===== config.mk =====
export PLATFORM = sky130hd
export DESIGN_NAME = tpu_host_driver
export DESIGN_NICKNAME = d
export VERILOG_FILES = /design/src/rtl/tpu_host_driver.sv
export SDC_FILE = /design/constraint.sdc
export NUM_CORES = 1
export LEC_CHECK = 0
export CORE_MARGIN = 2
export CORE_UTILIZATION = 41
export DETAILED_ROUTE_END_ITERATION = 10
export GPL_TIMING_DRIVEN = 1
export PLACE_DENSITY_LB_ADDON = 0.1
export REMOVE_ABC_BUFFERS = 1
export SYNTH_ARGS = -nofsm -noshare
export SYNTH_HDL_FRONTEND = slang
export SYNTH_SLANG_ARGS = --single-unit

===== constraint.sdc =====
create_clock -name clk -period 1.75 [get_ports clk]
set_input_delay 0.35 -clock clk [delete_from_list [all_inputs] [get_ports clk]]
set_output_delay 0.35 -clock clk [all_outputs]
set_load 0.01 [all_outputs]

===== src/rtl/tpu_host_driver.sv =====
// tpu_host_driver: byte-stream host front end for a TPU (weight/input/instruction loads, run, result capture).
// Define TPU_HOST_DRIVER_RESULT_EN to build the WAIT/CAPTURE path and the result FIFO.
module tpu_host_driver #(
  parameter int RESULT_DEPTH = 8,
  parameter int CAPTURE_DELAY = 4
) (
  input  logic       clk,
  input  logic       reset,
  input  logic [7:0] s_data,
  input  logic       s_valid,
  output logic       s_ready,
  output logic [7:0] ui_out,
  output logic       fetch_w,
  output logic       fetch_inp,
  output logic       fetch_ins,
  output logic       start,
  input  logic [7:0] tpu_out,
  output logic [7:0] r_data,
  output logic       r_valid,
  input  logic       r_ready,
  output logic       busy,
  output logic       err
);
  typedef enum logic [2:0] {IDLE, LOAD, START, WAIT, CAPTURE} state_t;
  state_t state, nxt;
  logic [1:0] op;
  logic [5:0] cnt;
  logic acc;
  logic unused;
  assign acc = s_valid && s_ready;
`ifdef TPU_HOST_DRIVER_RESULT_EN
  localparam int AW = $clog2(RESULT_DEPTH);
  logic [3:0] dly;
  logic [7:0] mem [RESULT_DEPTH];
  logic [AW-1:0] wr_ptr, rd_ptr;
  logic [AW:0] count;
  logic push, pop, full, wr_en;
  assign unused = s_data[5];
`else
  assign unused = ^{s_data[5], tpu_out, r_ready, 1'(RESULT_DEPTH), 1'(CAPTURE_DELAY)};
`endif
  always_ff @(posedge clk)
    state <= reset ? IDLE : nxt;
  always_comb begin
    nxt = state;
    case (state)
      IDLE:    nxt = acc ? ((s_data[7:6] == 2'b11) ? START : LOAD) : IDLE;
      LOAD:    nxt = (acc && cnt == 6'd1) ? IDLE : LOAD;
`ifdef TPU_HOST_DRIVER_RESULT_EN
      START:   nxt = (CAPTURE_DELAY == 1) ? CAPTURE : WAIT;
      WAIT:    nxt = (dly == 4'd1) ? CAPTURE : WAIT;
      CAPTURE: nxt = (cnt == 6'd1) ? IDLE : CAPTURE;
`else
      START:   nxt = IDLE;
`endif
      default: nxt = IDLE;
    endcase
  end
  always_comb begin
    s_ready = (state == IDLE) || (state == LOAD);
    start = state == START;
    busy = state != IDLE;
  end
  always_ff @(posedge clk) begin
    if (reset) begin
      op <= '0;
      cnt <= '0;
      ui_out <= '0;
      fetch_w <= 1'b0;
      fetch_inp <= 1'b0;
      fetch_ins <= 1'b0;
    end else begin
      fetch_w <= state == LOAD && acc && op == 2'b00;
      fetch_inp <= state == LOAD && acc && op == 2'b01;
      fetch_ins <= state == LOAD && acc && op == 2'b10;
      if (state == LOAD && acc) ui_out <= s_data;
      if (state == IDLE && acc) begin
        op <= s_data[7:6];
        cnt <= {1'b0, s_data[4:0]} + 6'd1;
      end else if ((state == LOAD && acc) || state == CAPTURE) cnt <= cnt - 6'd1;
    end
  end
`ifdef TPU_HOST_DRIVER_RESULT_EN
  // dly counts the WAIT cycles left so the first CAPTURE cycle is CAPTURE_DELAY after START
  always_ff @(posedge clk)
    if (reset) dly <= '0;
    else if (state == START) dly <= 4'(CAPTURE_DELAY - 1);
    else if (state == WAIT) dly <= dly - 4'd1;
  assign push = state == CAPTURE;
  assign r_valid = count != '0;
  assign pop = r_valid && r_ready;
  assign full = count == (AW + 1)'(RESULT_DEPTH);
  assign wr_en = push && (!full || pop);
  assign r_data = r_valid ? mem[rd_ptr] : 8'h00;
  always_ff @(posedge clk)
    if (!reset && wr_en) mem[wr_ptr] <= tpu_out;
  always_ff @(posedge clk) begin
    if (reset) begin
      wr_ptr <= '0;
      rd_ptr <= '0;
      count <= '0;
      err <= 1'b0;
    end else begin
      if (wr_en) wr_ptr <= wr_ptr + 1'b1;
      if (pop) rd_ptr <= rd_ptr + 1'b1;
      count <= count + (AW + 1)'(wr_en) - (AW + 1)'(pop);
      if (push && full && !pop) err <= 1'b1;
    end
  end
`else
  assign r_valid = 1'b0;
  assign r_data = 8'h00;
  assign err = 1'b0;
`endif
endmodule


==> key figures <==
Run status
  • Status: finished, final reports clean

Final layout
  • Core Util, Final: 54.6%
  • Fill count: 233
  • Share of post-route cells with drive strength above 1: 9.27%
  • Nets: 175
  • Final antenna diode count: 0
  • Multi-input logic area: 529 sq um
  • Final Cell Area: 1340 sq um
  • Reg area: 422 sq um
  • Area Growth Syn to Fin: 28.4%

Min path
  • Hold Crit Depth: 2
  • Hold crit path type: reg -> reg

Power and ir drop
  • Internal power: 693 uW
  • Switching share of total power: 28.9%
  • Part of the power in combinational logic: 21.9%
  • NetSw: 282 uW
  • Pwr dens: 727 nW/um^2
  • Clk pwr share: 24.3%
  • Max VDD drop: 0.413 mV
  • Leak Pwr: 0.000568 uW
  • Reg power frac: 53.8%

Yosys
  • Ys async rst share: 0%
  • Post-synth EDFFs: 0
  • Netlist Area Pre-Place: 1040 sq um
  • Top FF cell, synth: dfxtp_1
  • Synth cell types: 33
  • Syn Inst Count: 123
  • Avg Cell Area, Syn: 8.48 sq um
  • Synth Register Bits: 21
  • Register area share after synthesis: 40.3%
  • YS warnings: 0

Flow run
  • Max cap viols: 0

Worst setup path
  • FF-to-FF End: cnt[5]
  • Critical Path Source: state[1]
  • Critical Path Sink Type: primary output
  • Crit Path Class: reg -> out
  • Worst EP arrival: 1270 ps
  • Crit path max-delay cell type: clkdlybuf4s50_1
  • Worst-case reg-to-reg path depth: 4
  • CP Launch Type: flop
  • Crit-path cells: inv_1 > clkdlybuf4s50_1
  • Reg2reg setup slack: 350 ps
  • CP max FO: 5
  • Bufs and invs on worst path: 2
  • WP data required: 1400 ps
  • Top delay family on crit path: buffers and inverters
  • Max stage delay on crit path: 530 ps
  • R2R Path Start: cnt[0]
  • Worst setup path endpoint: s_ready
  • Worst path depth: 2

Clock tree
  • Num CTS Buffers: 3
  • Clock Latency Late Sink: 300 ps
  • TritonCTS Sinks: 21
  • CTS tree: yes
  • Root buf cell: clkbuf_4
  • CTS H-tree depth: 1
  • Post-CTS setup buffers: 0
  • Clk buf depth: 2
  • Clock-pin slew on the worst setup and hold paths: 130 ps

Floorplan
  • Starting Density: 42.5%
  • Die width: 54.5 um
  • Die area: 2960 sq um
  • Standard cell core area: 2450 sq um
  • Rows: 18
  • IO Pins: 44
  • Chip Height: 54.5 um

Timing
  • Final hold vios: 0
  • Post-route setup TNS: 0 ps
  • Final Max Slew Viols: 0
  • Fmax: 619 MHz
  • PnR worst setup slack: 134 ps
  • RSZ-0062 raised after global routing: false
  • Skew final: 8.10 ps
  • Min Tclk post-route: 1620 ps
  • Final Cycle Share: 92.3%
  • Final setup viols: 0

Drt
  • DRC viols: 0
  • Initial DRC count: 19
  • Final WL: 2.31 mm
  • DR vias: 922
  • Via density: 5.09
  • Routed Antenna Nets: 0
  • Mean routed wirelength per cell: 12.7 um
  • 1st-pass router iterations: 4

GRT
  • Initial antenna violation count: 0
  • Number of global-route vias before repair: 830
  • Global-route wire length before repair: 3.66 mm
  • Largest net degree at the start of global routing: 22
  • GRT overflow: 0
  • Total GRT Usage: 17.2%

Place
  • IO buf count: 24
  • HPWL after DPL: 1.74 mm
  • Post-Place Setup Slack: 42.1 ps
  • Placed Area: 1310 sq um
  • Gpl congestion: 0.837
[flip-flops by register name, indices dropped and copies added (netlist names)]
name	count
cnt	6
fetch_inp	1
fetch_ins	1
fetch_w	1
op	2
state	2
ui_out	8
[kinds of logic (layout without fill, tap and decap cells)]
logic type	Yosys count	in the layout	share of synthesized area, %
adders and majority gates	3	3	3.60
and+or+nand+nor	42	42	21.1
AOI/OAI and AO/OA	24	24	14.2
muxes	6	6	5.76
DFF	21	21	40.3
other	1	10	0.359
xor gates and xnor gates	3	3	2.52
buffers and inverters	23	42	12.2
[power by group through the flow]
stage | combinational, uW | clock, uW | sequential (uW)
floorplan | 105 | 0 | 541
global placement | 211 | 0 | 533
detailed placement | 215 | 0 | 535
CTS | 214 | 248 | 524
global route | 237 | 270 | 528
finish | 213 | 237 | 524
[Yosys cell counts, types with 2 or more instances]
| master | instances | share of area [%] |
|---|---|---|
| nor4b_1 | 2 | 1.7 |
| buf_2 | 3 | 1.4 |
| o31a_1 | 2 | 1.7 |
| dfxtp_1 | 21 | 40 |
| mux2i_1 | 6 | 5.8 |
| o21ai_0 | 6 | 2.9 |
| nand2_1 | 8 | 2.9 |
| a21oi_1 | 9 | 4.3 |
| nand2b_1 | 2 | 1.2 |
| nand3b_1 | 3 | 2.2 |
| nand3_1 | 6 | 2.9 |
| inv_1 | 6 | 2.2 |
| xnor2_1 | 2 | 1.7 |
| nor4_1 | 3 | 1.8 |
| clkbuf_1 | 4 | 1.4 |
| buf_4 | 10 | 7.2 |
| nor2_1 | 12 | 4.3 |
| ha_1 | 3 | 3.6 |
[cell usage in the layout (no fill, tap or decap), types with 3 or more instances in the layout]
cell and instances:
nand3_1 6, a21oi_1 9, o21ai_0 6, ha_1 3, nor4_1 3, buf_4 8, nor2_1 12, clkbuf_4 3
dfxtp_1 20, inv_1 6, conb_1 10, nand3b_1 3, nand2_1 8, clkdlybuf4s50_1 22, mux2i_1 6
[layer usage]
metal	GRT usage, %	up-vias	part of all wire, %
li1	-	464	-
met4	7.50	0	0.65
met5	0	-	0
met3	2.46	2	4.8
met1	22.7	427	49
met2	27.7	29	46
[worst min-delay path by stage]
stage	from	end	slack (ps)
2_1_floorplan	reset	cnt[0]	420
3_3_place_gp	ui_out[6]	ui_out[6]	450
3_5_place_dp	ui_out[7]	ui_out[7]	450
4_1_cts	state[1]	state[0]	460
5_1_grt	ui_out[7]	ui_out[7]	480
6_report	ui_out[5]	ui_out[5]	470
[cell type report]
class                   count  share of cell area, %
flip-flops and latches     21                   31.5
repair buffers             32                   22.5
clock inverters             1                  0.373
well taps                  30                   2.80
inverters                   6                   1.68
multi-input cells          88                   39.5
clock buffers               3                   1.68
[tightest hold or removal path: stages (launching register included)]
cell	delay, ps
dfxtp_1	330
nand2_1	50
a21oi_1	50
[what timing repair did]
action	in CTS	in global routing
resized for setup	2	1
cloned	0	0
hold endpoints to repair	0	0
hold buffers	0	0
endpoints found under the setup margin	2	1
[per-stage QoR]
stage | hold slack, ps | power (uW) | std cells
after floorplan | 419 | 645 | 115
after global placement | 446 | 744 | 177
after detailed placement | 451 | 749 | 177
after CTS | 460 | 986 | 181
after global routing | 478 | 1040 | 181
final | 468 | 975 | 181
No activity file was read; power rests on OpenSTA's default activity.
